<file path="src/rtl/csr_pkg.sv">
// Shared definitions for the machine-mode CSR sequencer: CSR addresses,
// mstatus bit positions, instruction op encoding and sequencer states.
package csr_pkg;

  localparam logic [11:0] CSR_MSTATUS  = 12'h300;
  localparam logic [11:0] CSR_MIE      = 12'h304;
  localparam logic [11:0] CSR_MTVEC    = 12'h305;
  localparam logic [11:0] CSR_MSCRATCH = 12'h340;
  localparam logic [11:0] CSR_MEPC     = 12'h341;
  localparam logic [11:0] CSR_MCAUSE   = 12'h342;
  localparam logic [11:0] CSR_MTVAL    = 12'h343;
  localparam logic [11:0] CSR_MIP      = 12'h344;
  localparam logic [11:0] CSR_MHARTID  = 12'hF14;

  localparam int unsigned MSTATUS_MIE  = 3;
  localparam int unsigned MSTATUS_MPIE = 7;

  typedef enum logic [1:0] {
    CSR_OP_NONE = 2'b00,
    CSR_OP_RW   = 2'b01,
    CSR_OP_RS   = 2'b10,
    CSR_OP_RC   = 2'b11
  } csr_op_t;

  typedef enum logic [2:0] {
    ST_IDLE,
    ST_CSR_RMW,
    ST_TRAP_MEPC,
    ST_TRAP_MCAUSE,
    ST_TRAP_MSTATUS,
    ST_TRAP_VECTOR,
    ST_MRET_MSTATUS,
    ST_MRET_EPC
  } state_t;

  function automatic logic [31:0] align_pc(input logic [31:0] pc);
    return {pc[31:2], 2'b00};
  endfunction

endpackage

</file>
<file path="src/rtl/csr_sequencer_if.sv">
// Requester and CSR-file signals of the sequencer; the sequencer uses the
// slave view, the pipeline/CSR-file side uses the master view.
interface csr_sequencer_if #(
  parameter int unsigned ADDRESS_WIDTH = 12,
  parameter int unsigned DATA_WIDTH    = 32
);
  logic                     req_ready;
  logic                     csr_valid;
  logic [1:0]               csr_op;
  logic [ADDRESS_WIDTH-1:0] csr_address;
  logic [DATA_WIDTH-1:0]    csr_operand;
  logic                     csr_resp_valid;
  logic [DATA_WIDTH-1:0]    csr_rd_value;
  logic                     csr_illegal;
  logic                     trap_valid;
  logic                     trap_interrupt;
  logic [DATA_WIDTH-2:0]    trap_cause;
  logic [DATA_WIDTH-1:0]    trap_pc;
  logic                     mret_valid;
  logic                     redirect_valid;
  logic [DATA_WIDTH-1:0]    redirect_pc;
  logic [ADDRESS_WIDTH-1:0] file_address;
  logic [DATA_WIDTH-1:0]    file_read_value;
  logic [DATA_WIDTH-1:0]    file_write_value;
  logic                     file_write_enable;

  modport master (
    input  req_ready, csr_resp_valid, csr_rd_value, csr_illegal,
           redirect_valid, redirect_pc, file_address, file_write_value,
           file_write_enable,
    output csr_valid, csr_op, csr_address, csr_operand, trap_valid,
           trap_interrupt, trap_cause, trap_pc, mret_valid, file_read_value
  );

  modport slave (
    output req_ready, csr_resp_valid, csr_rd_value, csr_illegal,
           redirect_valid, redirect_pc, file_address, file_write_value,
           file_write_enable,
    input  csr_valid, csr_op, csr_address, csr_operand, trap_valid,
           trap_interrupt, trap_cause, trap_pc, mret_valid, file_read_value
  );
endinterface

</file>
<file path="src/rtl/csr_rmw_alu.sv">
// Combinational CSRRW/CSRRS/CSRRC new-value computation with write
// suppression (RS/RC with zero operand) and read-only address detection.
module csr_rmw_alu
  import csr_pkg::*;
#(
  parameter int unsigned DATA_WIDTH = 32
) (
  input  csr_op_t               op,
  input  logic [1:0]            address_top,
  input  logic [DATA_WIDTH-1:0] old_value,
  input  logic [DATA_WIDTH-1:0] operand,
  output logic [DATA_WIDTH-1:0] new_value,
  output logic                  write,
  output logic                  illegal
);
  logic suppress;
  logic read_only;

  always_comb begin
    new_value = old_value | operand;
    case (op)
      CSR_OP_RW: new_value = operand;
      CSR_OP_RC: new_value = old_value & ~operand;
      default:   new_value = old_value | operand;
    endcase
  end

  assign suppress  = (op != CSR_OP_RW) && (operand == '0);
  assign read_only = (address_top == 2'b11);
  assign write     = !suppress && !read_only;
  assign illegal   = !suppress && read_only;
endmodule

</file>
<file path="src/rtl/csr_sequencer.sv">
// Arbitrates CSR instructions, trap entry and MRET onto the single CSR-file
// port; trap/MRET run fixed multi-cycle sequences ending in a PC redirect.
module csr_sequencer
  import csr_pkg::*;
#(
  parameter int unsigned ADDRESS_WIDTH = 12,
  parameter int unsigned DATA_WIDTH    = 32
) (
  input logic            clk,
  input logic            reset_n,
  csr_sequencer_if.slave bus
);
  state_t                state;
  csr_op_t               op_q;
  logic [DATA_WIDTH-1:0] operand_q;
  logic [DATA_WIDTH-1:0] pc_q;
  logic                  interrupt_q;
  logic [DATA_WIDTH-2:0] cause_q;

  logic [DATA_WIDTH-1:0] alu_value;
  logic                  alu_write;
  logic                  alu_illegal;
  logic [DATA_WIDTH-1:0] mstatus_trap;
  logic [DATA_WIDTH-1:0] mstatus_mret;
  logic [DATA_WIDTH-1:0] write_value;
  logic                  write_enable;

  csr_rmw_alu #(.DATA_WIDTH(DATA_WIDTH)) u_alu (
    .op          (op_q),
    .address_top (bus.file_address[ADDRESS_WIDTH-1 -: 2]),
    .old_value   (bus.file_read_value),
    .operand     (operand_q),
    .new_value   (alu_value),
    .write       (alu_write),
    .illegal     (alu_illegal)
  );

  assign bus.req_ready = (state == ST_IDLE);

  always_comb begin
    mstatus_trap               = bus.file_read_value;
    mstatus_trap[MSTATUS_MPIE] = bus.file_read_value[MSTATUS_MIE];
    mstatus_trap[MSTATUS_MIE]  = 1'b0;
    mstatus_mret               = bus.file_read_value;
    mstatus_mret[MSTATUS_MIE]  = bus.file_read_value[MSTATUS_MPIE];
    mstatus_mret[MSTATUS_MPIE] = 1'b1;
  end

  // Write data depends on the same-cycle file read, so the strobe and data
  // are decoded from the registered state rather than registered themselves.
  always_comb begin
    write_enable = 1'b0;
    write_value  = '0;
    case (state)
      ST_CSR_RMW: begin
        write_enable = alu_write;
        write_value  = alu_value;
      end
      ST_TRAP_MEPC: begin
        write_enable = 1'b1;
        write_value  = pc_q;
      end
      ST_TRAP_MCAUSE: begin
        write_enable = 1'b1;
        write_value  = {interrupt_q, cause_q};
      end
      ST_TRAP_MSTATUS: begin
        write_enable = 1'b1;
        write_value  = mstatus_trap;
      end
      ST_MRET_MSTATUS: begin
        write_enable = 1'b1;
        write_value  = mstatus_mret;
      end
      default: ;
    endcase
  end

  // Reset held mid-sequence must block the pending write at the reset edge.
  assign bus.file_write_enable = write_enable & reset_n;
  assign bus.file_write_value  = write_value;

  always_ff @(posedge clk) begin
    if (!reset_n) begin
      state              <= ST_IDLE;
      bus.csr_resp_valid <= 1'b0;
      bus.csr_illegal    <= 1'b0;
      bus.csr_rd_value   <= '0;
      bus.redirect_valid <= 1'b0;
      bus.redirect_pc    <= '0;
      bus.file_address   <= '0;
      op_q               <= CSR_OP_NONE;
      operand_q          <= '0;
      pc_q               <= '0;
      interrupt_q        <= 1'b0;
      cause_q            <= '0;
    end else begin
      bus.csr_resp_valid <= 1'b0;
      bus.csr_illegal    <= 1'b0;
      bus.redirect_valid <= 1'b0;
      case (state)
        ST_IDLE: begin
          if (bus.trap_valid) begin
            pc_q             <= align_pc(bus.trap_pc);
            interrupt_q      <= bus.trap_interrupt;
            cause_q          <= bus.trap_cause;
            bus.file_address <= CSR_MEPC;
            state            <= ST_TRAP_MEPC;
          end else if (bus.mret_valid) begin
            bus.file_address <= CSR_MSTATUS;
            state            <= ST_MRET_MSTATUS;
          end else if (bus.csr_valid) begin
            op_q             <= csr_op_t'(bus.csr_op);
            operand_q        <= bus.csr_operand;
            bus.file_address <= bus.csr_address;
            state            <= ST_CSR_RMW;
          end
        end
        ST_CSR_RMW: begin
          bus.csr_rd_value   <= bus.file_read_value;
          bus.csr_resp_valid <= 1'b1;
          bus.csr_illegal    <= alu_illegal;
          state              <= ST_IDLE;
        end
        ST_TRAP_MEPC: begin
          bus.file_address <= CSR_MCAUSE;
          state            <= ST_TRAP_MCAUSE;
        end
        ST_TRAP_MCAUSE: begin
          bus.file_address <= CSR_MSTATUS;
          state            <= ST_TRAP_MSTATUS;
        end
        ST_TRAP_MSTATUS: begin
          bus.file_address <= CSR_MTVEC;
          state            <= ST_TRAP_VECTOR;
        end
        ST_MRET_MSTATUS: begin
          bus.file_address <= CSR_MEPC;
          state            <= ST_MRET_EPC;
        end
        ST_TRAP_VECTOR, ST_MRET_EPC: begin
          bus.redirect_valid <= 1'b1;
          bus.redirect_pc    <= align_pc(bus.file_read_value);
          state              <= ST_IDLE;
        end
        default: state <= ST_IDLE;
      endcase
    end
  end
endmodule

</file>
<file path="src/flat_wrapper.sv">
// flat-port wrapper written by rule: the top's interface ports become plain ports
module csr_sequencer_flat import csr_pkg::*;
#(
  parameter int unsigned ADDRESS_WIDTH = 12,
  parameter int unsigned DATA_WIDTH    = 32
)
  (clk, reset_n, bus_req_ready, bus_csr_resp_valid, bus_csr_rd_value, bus_csr_illegal, bus_redirect_valid, bus_redirect_pc, bus_file_address, bus_file_write_value, bus_file_write_enable, bus_csr_valid, bus_csr_op, bus_csr_address, bus_csr_operand, bus_trap_valid, bus_trap_interrupt, bus_trap_cause, bus_trap_pc, bus_mret_valid, bus_file_read_value);
  csr_sequencer_if #(.ADDRESS_WIDTH(ADDRESS_WIDTH), .DATA_WIDTH(DATA_WIDTH)) bus_i ();
  input logic clk;
  input logic reset_n;
  output wire logic [$bits(bus_i.req_ready)-1:0] bus_req_ready;
  output wire logic [$bits(bus_i.csr_resp_valid)-1:0] bus_csr_resp_valid;
  output wire logic [$bits(bus_i.csr_rd_value)-1:0] bus_csr_rd_value;
  output wire logic [$bits(bus_i.csr_illegal)-1:0] bus_csr_illegal;
  output wire logic [$bits(bus_i.redirect_valid)-1:0] bus_redirect_valid;
  output wire logic [$bits(bus_i.redirect_pc)-1:0] bus_redirect_pc;
  output wire logic [$bits(bus_i.file_address)-1:0] bus_file_address;
  output wire logic [$bits(bus_i.file_write_value)-1:0] bus_file_write_value;
  output wire logic [$bits(bus_i.file_write_enable)-1:0] bus_file_write_enable;
  input wire logic [$bits(bus_i.csr_valid)-1:0] bus_csr_valid;
  input wire logic [$bits(bus_i.csr_op)-1:0] bus_csr_op;
  input wire logic [$bits(bus_i.csr_address)-1:0] bus_csr_address;
  input wire logic [$bits(bus_i.csr_operand)-1:0] bus_csr_operand;
  input wire logic [$bits(bus_i.trap_valid)-1:0] bus_trap_valid;
  input wire logic [$bits(bus_i.trap_interrupt)-1:0] bus_trap_interrupt;
  input wire logic [$bits(bus_i.trap_cause)-1:0] bus_trap_cause;
  input wire logic [$bits(bus_i.trap_pc)-1:0] bus_trap_pc;
  input wire logic [$bits(bus_i.mret_valid)-1:0] bus_mret_valid;
  input wire logic [$bits(bus_i.file_read_value)-1:0] bus_file_read_value;
  assign bus_req_ready = bus_i.req_ready;
  assign bus_csr_resp_valid = bus_i.csr_resp_valid;
  assign bus_csr_rd_value = bus_i.csr_rd_value;
  assign bus_csr_illegal = bus_i.csr_illegal;
  assign bus_redirect_valid = bus_i.redirect_valid;
  assign bus_redirect_pc = bus_i.redirect_pc;
  assign bus_file_address = bus_i.file_address;
  assign bus_file_write_value = bus_i.file_write_value;
  assign bus_file_write_enable = bus_i.file_write_enable;
  assign bus_i.csr_valid = bus_csr_valid;
  assign bus_i.csr_op = bus_csr_op;
  assign bus_i.csr_address = bus_csr_address;
  assign bus_i.csr_operand = bus_csr_operand;
  assign bus_i.trap_valid = bus_trap_valid;
  assign bus_i.trap_interrupt = bus_trap_interrupt;
  assign bus_i.trap_cause = bus_trap_cause;
  assign bus_i.trap_pc = bus_trap_pc;
  assign bus_i.mret_valid = bus_mret_valid;
  assign bus_i.file_read_value = bus_file_read_value;
  csr_sequencer #(.ADDRESS_WIDTH(ADDRESS_WIDTH), .DATA_WIDTH(DATA_WIDTH)) u_core (.clk(clk), .reset_n(reset_n), .bus(bus_i));
endmodule
</file>
<file path="config.mk">
export PLATFORM = sky130hd
export DESIGN_NAME = csr_sequencer_flat
export DESIGN_NICKNAME = d
export VERILOG_FILES = /design/src/rtl/csr_pkg.sv /design/src/rtl/csr_sequencer_if.sv /design/src/rtl/csr_rmw_alu.sv /design/src/rtl/csr_sequencer.sv /design/src/flat_wrapper.sv
export SDC_FILE = /design/constraint.sdc
export NUM_CORES = 1
export LEC_CHECK = 0
export CORE_MARGIN = 10
export CORE_UTILIZATION = 42
export CTS_CLUSTER_SIZE = 20
export DETAILED_ROUTE_END_ITERATION = 12
export MAX_ROUTING_LAYER = met4
export PLACE_DENSITY = 0.77
export SKIP_LAST_GASP = 1
export SYNTH_ARGS = -nofsm -noshare
export SYNTH_HDL_FRONTEND = slang
export SYNTH_SLANG_ARGS = --single-unit
</file>
<file path="constraint.sdc">
create_clock -name clk -period 1.4 [get_ports clk]
set_input_delay 0.28 -clock clk [delete_from_list [all_inputs] [get_ports clk]]
set_output_delay 0.28 -clock clk [all_outputs]
set_load 0.01 [all_outputs]
</file>
==> results.md, run 1 <==
Synthesis:
- The number of cells produced by synthesis is 1020.
- The synthesized netlist occupies a cell area of 7790 um2.
- The number of distinct library cells after synthesis is 42.
- The predominant post-synthesis flop cell is sky130_fd_sc_hd__dfxtp_1.
- The average instance in the mapped netlist occupies 7.64 um2.
- The share of synthesized area occupied by flip-flops and latches is 0.452.
- Synthesis inferred 176 register bits.
- The synthesized design contains 0 enable-type register cells.
- For this run, asynchronously set or reset flops after synthesis account for 0.
- The number of warning messages in the yosys log is 0.

Timing:
- The slew at the pin closest to its max-slew limit is 0.539 ns.
- The worst pin sits at a relative slew slack of 0.641.
- Setup slack on the critical path of the routed design comes to -0.698 ns.
- Setup violations remaining at the end of the flow were counted as 164.
- For this run, the top clock speed supported by timing is 477 MHz.
- The final count of pins violating max slew is 0.
- The worst clock skew is 0.0151 ns.
- The number of endpoints with negative hold slack in the final report was 0.
- The worst-case hold slack is 0.386 ns.
- Setup repair after global routing could not meet its margin everywhere.
- In the finished design, the share of the clock period the worst path needs comes to 1.50.
- The clock period minus worst slack is 2.10 ns.

Min path:
- The class of the worst hold path is in -> reg.
- The worst hold path passes through 3 cells.
- The source of the worst hold timing path is bus_trap_cause[14].

Drt:
- The remaining routing DRC violations is 0.
- Wires add up to 35.4 mm.
- Dividing the detail-routed via count by the number of cells gives 5.54.
- The post-detailed-route count of antenna-violating nets is 0.
- In this run, the number of DRC markers left after iteration 0 of detailed routing was 794.
- The count of TritonRoute iterations in the first routing pass is 5.
- The via count is 9074.
- The average routed wire per standard cell is 21.6 um.

Worst setup path:
- STA classifies the critical path startpoint as a flip-flop.
- Of all nets on the critical path, the largest fanout is 15.
- The worst register-to-register path begins at u_core.state[0].
- The worst setup path is captured at a primary output.
- The critical path data arrival time is 1.82 ns.
- For the worst flop-to-flop path, the logic depth is 10.
- The required time at the worst-slack endpoint is 1.12 ns.
- The category of the critical setup timing path is reg -> out.
- Tracing the worst setup path back leads to its startpoint at u_core.state[0].

Finish:
- Relative to the synthesized area, the layout overhead comes to 75.4%.
- The final layout net count is 1544.
- The filler cells instantiated in the layout total 1187.
- Once layout is complete, the cells apart from fillers number 1638.
- The final cell utilization of the core is 0.755.
- The share of cells above drive strength 1 is 0.240.

CTS:
- For this design, the CTS-stage hold fixing added 0 buffers.
- The clock net in this run drives a total of 176 sinks.
- The CTS tree is done.
- CTS placed an instance of sky130_fd_sc_hd__clkbuf_16 at the clock tree root.
- The number of buffers between clock root and the deepest sink is 2.
- The level count of the clock H-tree is 4.
- The clock-pin slew reported for the worst setup and hold paths after clock tree synthesis is 0.07 ns.
- For the worst-skew pair, the clock arrives at the later sink with an insertion delay of 0.44 ns.
- Clock tree synthesis inserted a total of 17 buffers.

Pwr:
- Dividing total power by cell area gives a power density of 1220 nW/um2.
- The worst-case IR drop observed on VDD is 0.000952 V.
- The total leakage power is 6.29 nW.

Placement:
- The final RePlAce weighted congestion is 0.850.
- Detailed placement ended at an HPWL of 21.5 mm.
- The count of buffers added on input and output ports is 255.
- Once placement completed, the tool counted placed cells totaling 1556.

Global routing:
- The combined global-route utilization of all metal layers is 0.269.
- The number of antenna violations at the first check in global routing is 1.
- The global route total overflow is 0.
- The wire length of the first global-routing pass is 49.8 mm.
- Entering global routing, the biggest net connects 73 pins.
- The via count of the first global-routing pass is 8586.

Run status:
- The final reports fail on setup timing.
- The run finished, with violations left.

Floorplanning:
- The height of the die is 156 um.
- The floorplan step defined a die boundary enclosing 24400 um2.
- The initial core utilization is 0.431.
- In this run the core area contains 49 standard-cell rows.
- The number of placed I/O pins is 260.
- The area of the placeable core is 18100 um2.
- The die is 156 um wide.

Job:
- The tool flagged a number of max-cap violations equal to 0.
worst max-delay path, stage by stage, from the launching register on:
cell and delay, ns:
sky130_fd_sc_hd__dfxtp_4 0.42, sky130_fd_sc_hd__buf_12 0.20, sky130_fd_sc_hd__mux2i_1 0.32, sky130_fd_sc_hd__o22ai_1 0.12, sky130_fd_sc_hd__nand2_1 0.08, sky130_fd_sc_hd__nand2_1 0.10
sky130_fd_sc_hd__buf_6 0.15
layout by cell type (no fill, tap or decap), types with 3 or more instances in the layout:
cell,count
sky130_fd_sc_hd__bufinv_16,6
sky130_fd_sc_hd__a21oi_2,27
sky130_fd_sc_hd__mux2i_1,18
sky130_fd_sc_hd__o21ai_0,3
sky130_fd_sc_hd__clkdlybuf4s50_1,143
sky130_fd_sc_hd__xnor2_1,31
sky130_fd_sc_hd__dfxtp_1,171
sky130_fd_sc_hd__a21oi_1,142
sky130_fd_sc_hd__buf_6,18
sky130_fd_sc_hd__a22oi_1,6
sky130_fd_sc_hd__clkbuf_16,23
sky130_fd_sc_hd__dlymetal6s2s_1,78
sky130_fd_sc_hd__buf_8,6
sky130_fd_sc_hd__nor3_1,5
sky130_fd_sc_hd__nor2_1,18
sky130_fd_sc_hd__nand3_1,3
sky130_fd_sc_hd__buf_2,18
sky130_fd_sc_hd__o211ai_1,30
sky130_fd_sc_hd__nand2b_1,3
sky130_fd_sc_hd__mux2i_2,8
sky130_fd_sc_hd__bufbuf_16,3
sky130_fd_sc_hd__nand2_1,387
sky130_fd_sc_hd__buf_4,134
sky130_fd_sc_hd__dfxtp_4,3
sky130_fd_sc_hd__buf_16,10
sky130_fd_sc_hd__buf_12,26
sky130_fd_sc_hd__nor4_2,6
sky130_fd_sc_hd__o221ai_2,16
sky130_fd_sc_hd__o221ai_1,10
sky130_fd_sc_hd__nor4_1,5
sky130_fd_sc_hd__mux2i_4,3
sky130_fd_sc_hd__o221ai_4,3
final timing paths:
| kind | to | slack [ns] |
|---|---|---|
| setup / recovery | bus_file_write_value[3] | -0.70 |
| hold / removal | u_core.cause_q[14] | 0.39 |
| setup reg to reg | u_core.cause_q[21] | -0.60 |
| hold reg to reg | u_core.bus.csr_rd_value[15] | 0.45 |
state kept, by name, summed over array words and instances, names as in the netlist:
register                   count
u_core.bus.csr_resp_valid      1
u_core.operand_q              32
u_core.bus.csr_illegal         1
u_core.state                   3
u_core.bus.redirect_valid      1
u_core.bus.redirect_pc        30
u_core.interrupt_q             1
u_core.bus.csr_rd_value       32
u_core.op_q                    2
u_core.pc_q                   30
u_core.cause_q                31
u_core.bus.file_address       12
final cells by class:
type                    count  area (um2)  area share
repair buffers            442        4840       0.354
multi-input cells         758        4320       0.316
flip-flops and latches    176        3540       0.259
clock buffers              20         457      0.0334
well taps                 229         287      0.0210
clock inverters            10         208      0.0152
inverters                   2        12.5    0.000916
diodes                      1        2.50    0.000183
per-stage QoR:
step                TNS (ns)  power (mW)  instance area, um2  setup WS (ns)
finish                -67.85        16.6               13700         -0.698
global route          -76.25        17.1               13700         -0.731
CTS                   -86.44        16.1               13000         -0.669
detailed placement    -68.91        9.77               11600         -0.744
global placement      -66.47        9.71               11600         -0.740
floorplan             -0.385        7.68                8050        -0.0274
cells in the mapped netlist (all sizes together), types with 2 or more instances:
cell type / n / share of area
nand2: 388 / 0.19
dfxtp: 176 / 0.45
a21oi: 169 / 0.11
buf: 46 / 0.036
clkbuf: 40 / 0.019
xnor2: 31 / 0.035
o211ai: 30 / 0.029
mux2i: 29 / 0.037
o221ai: 29 / 0.033
nor2: 18 / 0.0087
nor4: 12 / 0.0096
nor3: 7 / 0.0059
a22oi: 6 / 0.0058
o21ai: 6 / 0.0039
nand2b: 4 / 0.0032
nand3: 4 / 0.0026
a211oi: 2 / 0.0019
a311oi: 2 / 0.0022
and2: 2 / 0.0016
nor2b: 2 / 0.0016
o22ai: 2 / 0.0016
layer usage:
metal | routed length (um) | vias up | GRT usage
li1 | - | 4211 | -
met1 | 13800 | 4305 | 0.314
met2 | 17300 | 477 | 0.434
met3 | 3250 | 81 | 0.0844
met4 | 1160 | 0 | 0.0867
met5 | 0 | - | -
logic make-up after synthesis:
logic type	synth area share
AO/OA/AOI/OAI	0.191
flip-flops	0.452
XOR/XNOR	0.0349
buffers and inverters	0.0564
multiplexers	0.0387
other	0.000481
AND/OR/NAND/NOR	0.226
power breakdown:
group | internal [mW] | switching (mW)
registers | 5.37 | 0.249
clock network | 3.43 | 2.07
logic | 2.87 | 2.62
repair_timing:
action                     4_1_cts  5_1_grt
resized for setup              205      149
setup endpoints to repair      218      283
buffers inserted                21        8
cloned                          16        8
pin swaps                       11       30
Note: power is estimated with default switching activity, not from simulation.
==> inputs of run 2 (changes only) <==
Settings changed: CORE_UTILIZATION 42 to 44.
Clock period 1.4 ns to 2.05 ns, I/O delays scaled along.
==> results.md, run 2 (synthesized netlist as in run 1, its figures left out) <==
Pwr:
- The clock power share is 0.326.
- IR analysis of the VDD net gives a maximum drop of 0.000635 V.
- The share of total power dissipated in sequential elements is 0.393.
- The net switching power is 2.94 mW.
- The part of the power in combinational logic is 0.281.
- The analysis attributes to cell leakage a power of 4.37 nW.
- The internal power of the cells totals 6.77 mW.
- In this run the power density over the cells is 808 nW/um2.
- The switching share of power is 0.303.

Worst setup path:
- The timing startpoint of the critical path is u_core.state[1].
- The slowest library cell on the worst path is sky130_fd_sc_hd__dfxtp_2.
- Along the worst path, the maximum fanout reaches 11.
- Across all register-to-register paths, the minimum setup slack is 0.19 ns.
- The most prevalent standard cell on the critical path is sky130_fd_sc_hd__buf_6.
- Data arrives at the worst endpoint at 1.83 ns.
- On the worst path, the slowest cell contributes a delay of 0.32 ns.
- STA puts the critical path data required time at 1.64 ns.
- The critical path goes through buf_6, nor3b_4, buf_6, buf_8, o211ai_1, o221ai_1, buf_2.
- The kind of end point of the critical path is a primary output.
- The destination of the worst register-to-register timing path is u_core.operand_q[19].
- The critical path ends at bus_file_write_value[12].
- By startpoint and endpoint, the worst setup path is classified as reg -> out.
- The sort of element at the start of the critical path is a flip-flop.
- The number of cells traversed by the worst register-to-register path is 8.
- The worst flop-to-flop path startpoint is u_core.state[0].

Floorplanning:
- The floorplan has 48 rows.
- The die is 153 um tall.
- The initial utilization of the core area, before any placement, comes to 0.450.
- The core region is 17300 um2.
- During I/O placement, the number of pins put on the boundary was 260.
- The die extent in x is 153 um.
- The floorplan step defined a die boundary enclosing 23400 um2.

Finish:
- Leaving out fill and tap cells, the most frequent cell in the layout is sky130_fd_sc_hd__nand2_1.
- Once layout is complete, the cells apart from fillers number 1589.
- The fill cell total of the finished layout is 1405.
- In the layout the commonest cells are 386 x sky130_fd_sc_hd__nand2_1, 221 x sky130_fd_sc_hd__clkdlybuf4s50_1, 171 x sky130_fd_sc_hd__dfxtp_1.
- The share of cells above drive strength 1 is 0.177.
- The repair_antennas step left the layout with diodes totalling 0.
- The final layout net count is 1499.
- The largest registers in the layout are u_core.bus.csr_rd_value x32, u_core.operand_q x32, u_core.cause_q x31.
- The final cell utilization of the core is 0.695.
- Compared with the post-synthesis result, the final layout area differs by 54.4%.

Timing:
- The count of final setup violators is 33.
- For the pin with the worst max-slew slack, the measured transition is 0.886 ns.
- Setup repair after global routing could not meet its margin everywhere.
- Subtracting the final worst setup slack from the clock period gives 2.24 ns.
- The final critical-path share of the clock period is 1.09.
- The final count of pins violating max slew is 0.
- Measured against its own limit, the worst slew margin works out to 0.409.
- Once routing completed, OpenROAD measured the worst setup slack at -0.189 ns.
- On the final layout, the worst clock skew is 0.0108 ns.
- The timing-limited maximum frequency is 447 MHz.
- The number of endpoints with negative hold slack in the final report is 0.

CTS:
- Counting the buffers created by CTS gives 17.
- The number of buffers between clock root and the deepest sink is 2.
- The later pin in the worst-skew pair is clocked with a latency of 0.43 ns.
- Clock tree synthesis found a total of 176 sinks.
- In this run the number of H-tree levels came out at 4.
- The count of hold-fix buffers inserted at cts is 0.
- In this run the clock root is driven by a sky130_fd_sc_hd__clkbuf_16.
- The CTS tree is done.
- Clock-pin slew was measured on the worst setup and hold paths at 0.07 ns.

Job:
- The tool flagged a number of max-cap violations equal to 0.

Drt:
- The first routing iteration left 635 violations.
- Using the TritonRoute via totals, the vias-per-cell ratio works out to 5.30.
- The first TritonRoute pass finished after 5 iterations.
- The average routed wire per standard cell is 18.8 um.
- Detailed routing inserted a total of 8429 vias.
- The post-detailed-route count of antenna-violating nets is 0.
- After detailed routing, the total wire length is 29.8 mm.
- The remaining routing DRC violations is 0.

Global routing:
- For this run, the total global-route usage over all layers was measured as 0.249.
- The number of antenna violations at the first check in global routing was 0.
- The largest net degree at the start of global routing is 94.
- For this run the aggregate overflow at the end of global routing stands at 0.
- The via count of the first global-routing pass is 8026.
- The wire length of the first global-routing pass is 45.6 mm.

Placement:
- The final RePlAce weighted congestion is 0.919.
- The detailed-placement wirelength estimate is 21.8 mm.
- In this run, placement finished with an instance count of 1545.
- During placement, the flow inserted port buffers numbering 255.

Run status:
- The flow ran to the end, but the final reports show violations.
- The checks that failed: setup timing.

Min path:
- The tightest min-delay check is of the reg -> reg type.
## run 2: layout make-up
class / instances / area (um2) / area share
inverter: 2 / 12.5 / 0.00104
clock buffer: 20 / 467 / 0.0388
multi-input combinational: 757 / 3990 / 0.332
sequential: 176 / 3530 / 0.294
timing repair buffer: 398 / 3640 / 0.303
clock inverter: 11 / 103 / 0.00853
tap: 225 / 282 / 0.0234
## run 2: layer usage
metal,GRT usage,wire length [um],vias up
met1,0.316,13000,3887
met4,0.110,1310,0
met5,-,0,-
li1,-,-,4118
met2,0.367,13200,346
met3,0.0620,2280,78
## run 2: worst max-delay path: cells and delay by family (launching register included)
kind	cells	cell delay [ns]
flip-flops	1	0.32
AND/OR/NAND/NOR	1	0.20
buffers and inverters	4	0.64
AO/OA/AOI/OAI	2	0.23
## run 2: metrics by stage
stage	worst slack [ns]	cell area, um2	power (mW)	hold slack, ns	TNS [ns]
2_1_floorplan	0.334	7790	5.09	0.436	0
5_1_grt	-0.279	12000	10.1	0.470	-7.03
3_3_place_gp	-0.384	11300	6.48	0.442	-7.33
6_report	-0.189	12000	9.72	0.453	-4.15
4_1_cts	-0.137	11900	9.69	0.454	-3.43
3_5_place_dp	-0.380	11300	6.51	0.446	-7.58
## run 2: power by group through the flow
stage	Clock [mW]	Combinational [mW]	Sequential [mW]
2_1_floorplan	0	1.19	3.90
3_3_place_gp	0	2.61	3.87
3_5_place_dp	0	2.64	3.88
4_1_cts	3.22	2.66	3.81
5_1_grt	3.34	2.94	3.84
6_report	3.17	2.73	3.82
## run 2: worst min-delay path by stage
stage	from	end	cells after the start	slack, ns
floorplan	u_core.pc_q[10]	u_core.pc_q[10]	2	0.44
global placement	u_core.bus.redirect_pc[24]	u_core.bus.redirect_pc[24]	2	0.44
detailed placement	u_core.bus.redirect_pc[11]	u_core.bus.redirect_pc[11]	2	0.45
CTS	u_core.pc_q[13]	u_core.pc_q[13]	2	0.45
global route	u_core.cause_q[5]	u_core.cause_q[5]	2	0.47
finish	u_core.bus.redirect_pc[10]	u_core.bus.redirect_pc[10]	2	0.45
## run 2: what timing repair did
item	4_1_cts	5_1_grt
buffers inserted	6	7
cloned	1	1
pin swaps	11	9
endpoints found under the hold margin	0	0
resized for setup	192	10
endpoints found under the setup margin	34	34
==> patch 1, RTL diff (flow settings as in run 2) <==
`ADDRESS_WIDTH` is set to 12 in 3 places; all go to 11.
--- a/src/rtl/csr_sequencer_if.sv
+++ b/src/rtl/csr_sequencer_if.sv
@@ -1,7 +1,7 @@
 // Requester and CSR-file signals of the sequencer; the sequencer uses the
 // slave view, the pipeline/CSR-file side uses the master view.
 interface csr_sequencer_if #(
-  parameter int unsigned ADDRESS_WIDTH = 12,
+  parameter int unsigned ADDRESS_WIDTH = 11,
   parameter int unsigned DATA_WIDTH    = 32
 );
   logic                     req_ready;
--- a/src/rtl/csr_sequencer.sv
+++ b/src/rtl/csr_sequencer.sv
@@ -3,7 +3,7 @@
 module csr_sequencer
   import csr_pkg::*;
 #(
-  parameter int unsigned ADDRESS_WIDTH = 12,
+  parameter int unsigned ADDRESS_WIDTH = 11,
   parameter int unsigned DATA_WIDTH    = 32
 ) (
   input logic            clk,
--- a/src/flat_wrapper.sv
+++ b/src/flat_wrapper.sv
@@ -1,7 +1,7 @@
 // flat-port wrapper written by rule: the top's interface ports become plain ports
 module csr_sequencer_flat import csr_pkg::*;
 #(
-  parameter int unsigned ADDRESS_WIDTH = 12,
+  parameter int unsigned ADDRESS_WIDTH = 11,
   parameter int unsigned DATA_WIDTH    = 32
 )
   (clk, reset_n, bus_req_ready, bus_csr_resp_valid, bus_csr_rd_value, bus_csr_illegal, bus_redirect_valid, bus_redirect_pc, bus_file_address, bus_file_write_value, bus_file_write_enable, bus_csr_valid, bus_csr_op, bus_csr_address, bus_csr_operand, bus_trap_valid, bus_trap_interrupt, bus_trap_cause, bus_trap_pc, bus_mret_valid, bus_file_read_value);
Ports: changed (resized bus_csr_address and bus_file_address); port bits go from 260 to 258. No check against the original RTL was run, so the function may have changed too.
==> patch 1 against run 2 <==
  * The flow still finishes with violations (negative setup slack)
  * Sequential cell count decreased by 1
  * Non-clock buffer count increased by 19
  * Sequential power down 2%
  * Sequential share of layout area decreased by 1.0 points
  * Worst setup slack better by 15 ps
  * Design area up 3.3%
  * Area after synthesis down 0.19%
  * Hold slack barely moved
  * Total power is 3.2% lower
  * Wire length rose by 1.7%
  * First-iteration DRC count down 4.1%
==> patch 1: results (changes against run 2) <==
outcome=finished with violations (unchanged); failing checks=negative setup slack (unchanged); port bufs=253 (was 255); seq pwr=3.75 mW (was 3.82 mW); peak supply drop=0.000626 V (was 0.000635 V); Cell Count, Final, Fillers Out=1611 (was 1589); setup TNS=-2890 ps (was -4150 ps); DR vias=8519 (was 8429); PwrDens=757 nW/µm² (was 808 nW/µm²); CP max FO=7 (was 11); Final Setup Violations=32 (was 33); Sw Pwr=2.79 mW (was 2.94 mW); dpl hpwl=21.4 mm (was 21.8 mm); biggest cell delay along the critical path=390 ps (was 320 ps); top cells by count, synth=nand2_1 (391), dfxtp_1 (175), a21oi_1 (164), clkbuf_1 (37) (was nand2_1 (388), dfxtp_1 (176), a21oi_1 (169), clkbuf_1 (40), xnor2_1 (31)); Post-Route Skew=12.8 ps (was 10.8 ps); worst relative slew slack=51.0% (was 40.9%); first-pass GRT wire length=45.8 mm (was 45.6 mm); setup ws final=-174 ps (was -189 ps); largest net degree at the start of global routing=89 (was 94); Area contributors post-synth=dfxtp_1 (45%), nand2_1 (19%), a21oi_1 (11%), mux2i_1 (3.9%), xnor2_1 (3.5%) (was dfxtp_1 (45%), nand2_1 (19%), a21oi_1 (11%), mux2i_1 (3.7%), xnor2_1 (3.5%)); final wirelength=30.3 mm (was 29.8 mm); Seq/Total Area, Yosys=45.1% (was 45.2%); Yosys cell types=41 (was 42); Initial DRC Count=609 (was 635); Place WS=-323 ps (was -380 ps); share of layout cells above drive strength 1=20.5% (was 17.7%); Cells after Synth=1018 (was 1020); combinational power share=26.6% (was 28.1%); GRT Overall Usage=25.0% (was 24.9%); Filler Cells Inserted=1303 (was 1405)
patch 1: logic make-up (layout without fill, tap and decap cells):
kind of cell / after synthesis / in the layout / share of synthesized area (%)
other: 1 / 7 / 0.0482
AND/OR/NAND/NOR: 444 / 444 / 22.6
AO/OA/AOI/OAI: 247 / 247 / 19.1
multiplexers: 31 / 31 / 4.01
XOR/XNOR: 31 / 31 / 3.49
buffers and inverters: 89 / 451 / 5.67
flip-flops: 175 / 175 / 45.1
patch 1: worst paths after layout:
kind	startpoint	to	slack, ps	cells after the start
setup / recovery	u_core.state[0]	bus_file_write_value[2]	-170	6
hold / removal	u_core.bus.file_address[5]	u_core.bus.file_address[5]	450	2
setup reg to reg	u_core.state[0]	u_core.operand_q[22]	210	8
hold reg to reg	u_core.bus.file_address[5]	u_core.bus.file_address[5]	450	2
patch 1: final cells by class:
| class | count | area [µm²] | area share, % |
|---|---|---|---|
| tap | 225 | 282 | 2.27 |
| antenna | 5 | 12.5 | 0.101 |
| multi-input combinational | 755 | 4110 | 33.0 |
| clock inverter | 9 | 72.6 | 0.584 |
| clock buffer | 23 | 498 | 4.01 |
| timing repair buffer | 417 | 3920 | 31.5 |
| inverter | 2 | 10.0 | 0.0806 |
| sequential | 175 | 3520 | 28.4 |
patch 1: per-layer routing:
layer  vias to the layer above  share of wire [%]  track usage, %
li1                       4144                  -               -
met1                      3993                 42            30.3
met2                       333                 48            39.1
met3                        49                7.4            7.46
met4                         0                2.4            8.08
met5                         -                  0               -
patch 1: what timing repair did:
item / CTS / global route
resized for setup: 182 / 59
pin swaps: 10 / 28
cloned: 1 / 3
buffers inserted: 17 / 12
setup endpoints to repair: 34 / 34
==> patch 2, RTL diff (flow settings as in run 2) <==
Made on the original files. Re-encode `state_t` (8 states) as one-hot, 8 bits wide.
--- a/src/rtl/csr_pkg.sv
+++ b/src/rtl/csr_pkg.sv
@@ -22,15 +22,15 @@
     CSR_OP_RC   = 2'b11
   } csr_op_t;
 
-  typedef enum logic [2:0] {
-    ST_IDLE,
-    ST_CSR_RMW,
-    ST_TRAP_MEPC,
-    ST_TRAP_MCAUSE,
-    ST_TRAP_MSTATUS,
-    ST_TRAP_VECTOR,
-    ST_MRET_MSTATUS,
-    ST_MRET_EPC
+  typedef enum logic [7:0] {
+    ST_IDLE         = 8'b00000001,
+    ST_CSR_RMW      = 8'b00000010,
+    ST_TRAP_MEPC    = 8'b00000100,
+    ST_TRAP_MCAUSE  = 8'b00001000,
+    ST_TRAP_MSTATUS = 8'b00010000,
+    ST_TRAP_VECTOR  = 8'b00100000,
+    ST_MRET_MSTATUS = 8'b01000000,
+    ST_MRET_EPC     = 8'b10000000
   } state_t;
 
   function automatic logic [31:0] align_pc(input logic [31:0] pc);
Formal check against the unedited RTL: no difference found for any inputs over 4 cycles, from zero or initial values and one cycle with reset_n low; so few cycles prove little.
==> patch 2 against run 2 <==
  * The flow still finishes with violations (negative setup slack)
  * Wire length increased by 16%
  * Sequential power about the same
  * Combinational power decreased by 22%
  * Maximum frequency decreased by 13%
  * Area after synthesis increased by 2.7%
  * Total power decreased by 4.9%
  * Worst setup slack got worse by 340 ps
  * Hold slack improved by 3.2 ps
  * Non-clock buffer count increased by 42
  * Count of clock-buffer cells in the layout decreased by 2
  * Sequential share of layout area decreased by 2.3 points
  * Design area increased by 12%
  * Utilization increased by 5.4 points
  * Sequential cell count increased by 5
  * Critical path type unchanged
  * Largest power group unchanged
  * Highest routed layer unchanged
==> patch 2: results (changes against run 2) <==
first-pass GRT wire length=46.2 mm (was 45.6 mm); Skew-Pair Late Insertion Delay=430 ps (about the same); Area contributors post-synth=dfxtp_1 (45%), nand2_1 (16%), a21boi_0 (11%), a21boi_1 (3.8%), a22oi_1 (3.4%) (was dfxtp_1 (45%), nand2_1 (19%), a21oi_1 (11%), mux2i_1 (3.7%), xnor2_1 (3.5%)); Slew @ Worst Pin=659 ps (was 886 ps); largest net degree at the start of global routing=178 (was 94); crit path DAT=2170 ps (was 1830 ps); GPL Wtd Cong=0.918 (was 0.919); via/cell ratio=5.55 (was 5.30); DR vias=9093 (was 8429); TritonCTS Buffers=17 (unchanged); drt wl/cell=21.2 µm (was 18.8 µm); Cell Area, Placed=11800 µm² (was 11300 µm²); Final Setup Violations=75 (was 33); setup ws final=-531 ps (was -189 ps); Yosys cell types=43 (was 42); placed cell count=1557 (was 1545); peak supply drop=0.000549 V (was 0.000635 V); crit path launch=u_core.state[6] (was u_core.state[1]); largest registers=u_core.bus.csr_rd_value x32, u_core.operand_q x32, u_core.cause_q x31 (unchanged); initial antenna violation count=2 (was 0); Cells after Synth=1014 (was 1020); share of layout cells above drive strength 1=24.8% (was 17.7%); FF-to-FF setup slack=-160 ps (was 190 ps); Async SR Flop Fraction=0% (unchanged); LEAKAGE=5.07 nW (was 4.37 nW); Worst R2R End=u_core.operand_q[9] (was u_core.operand_q[19]); yosys warns=0 (unchanged); dpl hpwl=22.4 mm (was 21.8 mm); Post-Route Skew=6.45 ps (was 10.8 ps); GRT Overall Usage=24.7% (was 24.9%); Seq/Total Area, Yosys=45.3% (was 45.2%); failing checks=negative setup slack (unchanged); Reg clk slew, reported paths=70 ps (about the same); Initial DRC Count=757 (was 635); number of nets in the layout=1540 (was 1499); clk buf depth=2 (unchanged); First-pass DRT Iterations=6 (was 5); vias in the first global route=8388 (was 8026); H-tree Lvls=4 (unchanged); Clock Tree Root=clkbuf_16 (unchanged); worst reg-to-reg path cell count=9 (was 8); setup TNS=-15090 ps (was -4150 ps); outcome=finished with violations (unchanged); Critical Path End=bus_file_write_value[12] (unchanged); CP max FO=7 (was 11); port bufs=255 (unchanged); worst hold-check path type=flop to flop (unchanged); top cells by count, synth=nand2_1 (347), dfxtp_1 (181), a21boi_0 (118), clkbuf_1 (62), a21oi_1 (48) (was nand2_1 (388), dfxtp_1 (176), a21oi_1 (169), clkbuf_1 (40), xnor2_1 (31))
[patch 2: changes by cell type in the layout (fill, tap and decap cells not counted), sizes merged, moves of 28 or more]
cell           run 2  this run
o21ai              6        39
buf              175       203
a21boi             0       158
a21oi            169        48
o221ai            29         1
xnor2             31         1
o211ai            30         2
mux2i             29         0
a22oi              6        36
nand2            388       347
[patch 2: final cells by class]
class	instances	area, µm²
fill	1288	4490
clock inverter	14	141
multi-input combinational	750	4470
timing repair buffer	440	4420
sequential	181	3640
inverter	3	11.3
tap	229	287
antenna	2	5.00
clock buffer	18	439
[patch 2: worst min-delay path by stage]
stage                                            to  slack [ps]                      start  depth (start not counted)
after floorplan                     u_core.pc_q[11]         430            u_core.pc_q[11]                          2
after global placement            u_core.cause_q[4]         440          u_core.cause_q[4]                          2
after detailed placement             u_core.pc_q[4]         450             u_core.pc_q[4]                          2
after CTS                            u_core.pc_q[4]         460             u_core.pc_q[4]                          2
after global routing      u_core.bus.redirect_pc[9]         470  u_core.bus.redirect_pc[9]                          2
final                            u_core.cause_q[14]         460         u_core.cause_q[14]                          2
[patch 2: power breakdown]
group	leakage (nW)	total, mW	switching [mW]	internal [mW]
clock	0.284	3.30	1.55	1.75
combinational	3.31	2.14	0.990	1.15
sequential	1.47	3.81	0.113	3.70
total	5.07	9.25	2.65	6.60
[patch 2: what timing repair did]
action | in CTS | in global routing
endpoints found under the setup margin | 34 | 166
setup buffers | 6 | 19
pin swaps | 5 | 45
gates cloned | 1 | 27
resized for setup | 159 | 201
[patch 2: logic make-up (layout without fill, tap and decap cells)]
logic type	Yosys count	in the layout	synth area share (%)
and+or+nand+nor	421	422	21.6
AOI/OAI and AO/OA	325	325	28.2
xor gates and xnor gates	1	1	0.110
buffers and inverters	85	475	4.74
other	1	4	0.0469
DFF	181	181	45.3
[patch 2: per-layer routing]
layer | wire [µm] | global-route usage [%] | vias to the layer above | share of wire, %
met3 | 2620 | 5.77 | 110 | 7.6
met2 | 16400 | 38.6 | 441 | 47
li1 | - | - | 4226 | -
met5 | 0 | - | - | 0
met1 | 14000 | 30.6 | 4316 | 41
met4 | 1620 | 8.95 | 0 | 4.7
[patch 2: critical path: stages (launching register included)]
cell	delay, ps
dfxtp_4	370
nor4_4	290
nand4b_1	160
buf_6	170
clkbuf_16	170
a211oi_2	210
a21oi_2	100
o21ai_1	100
buf_2	160
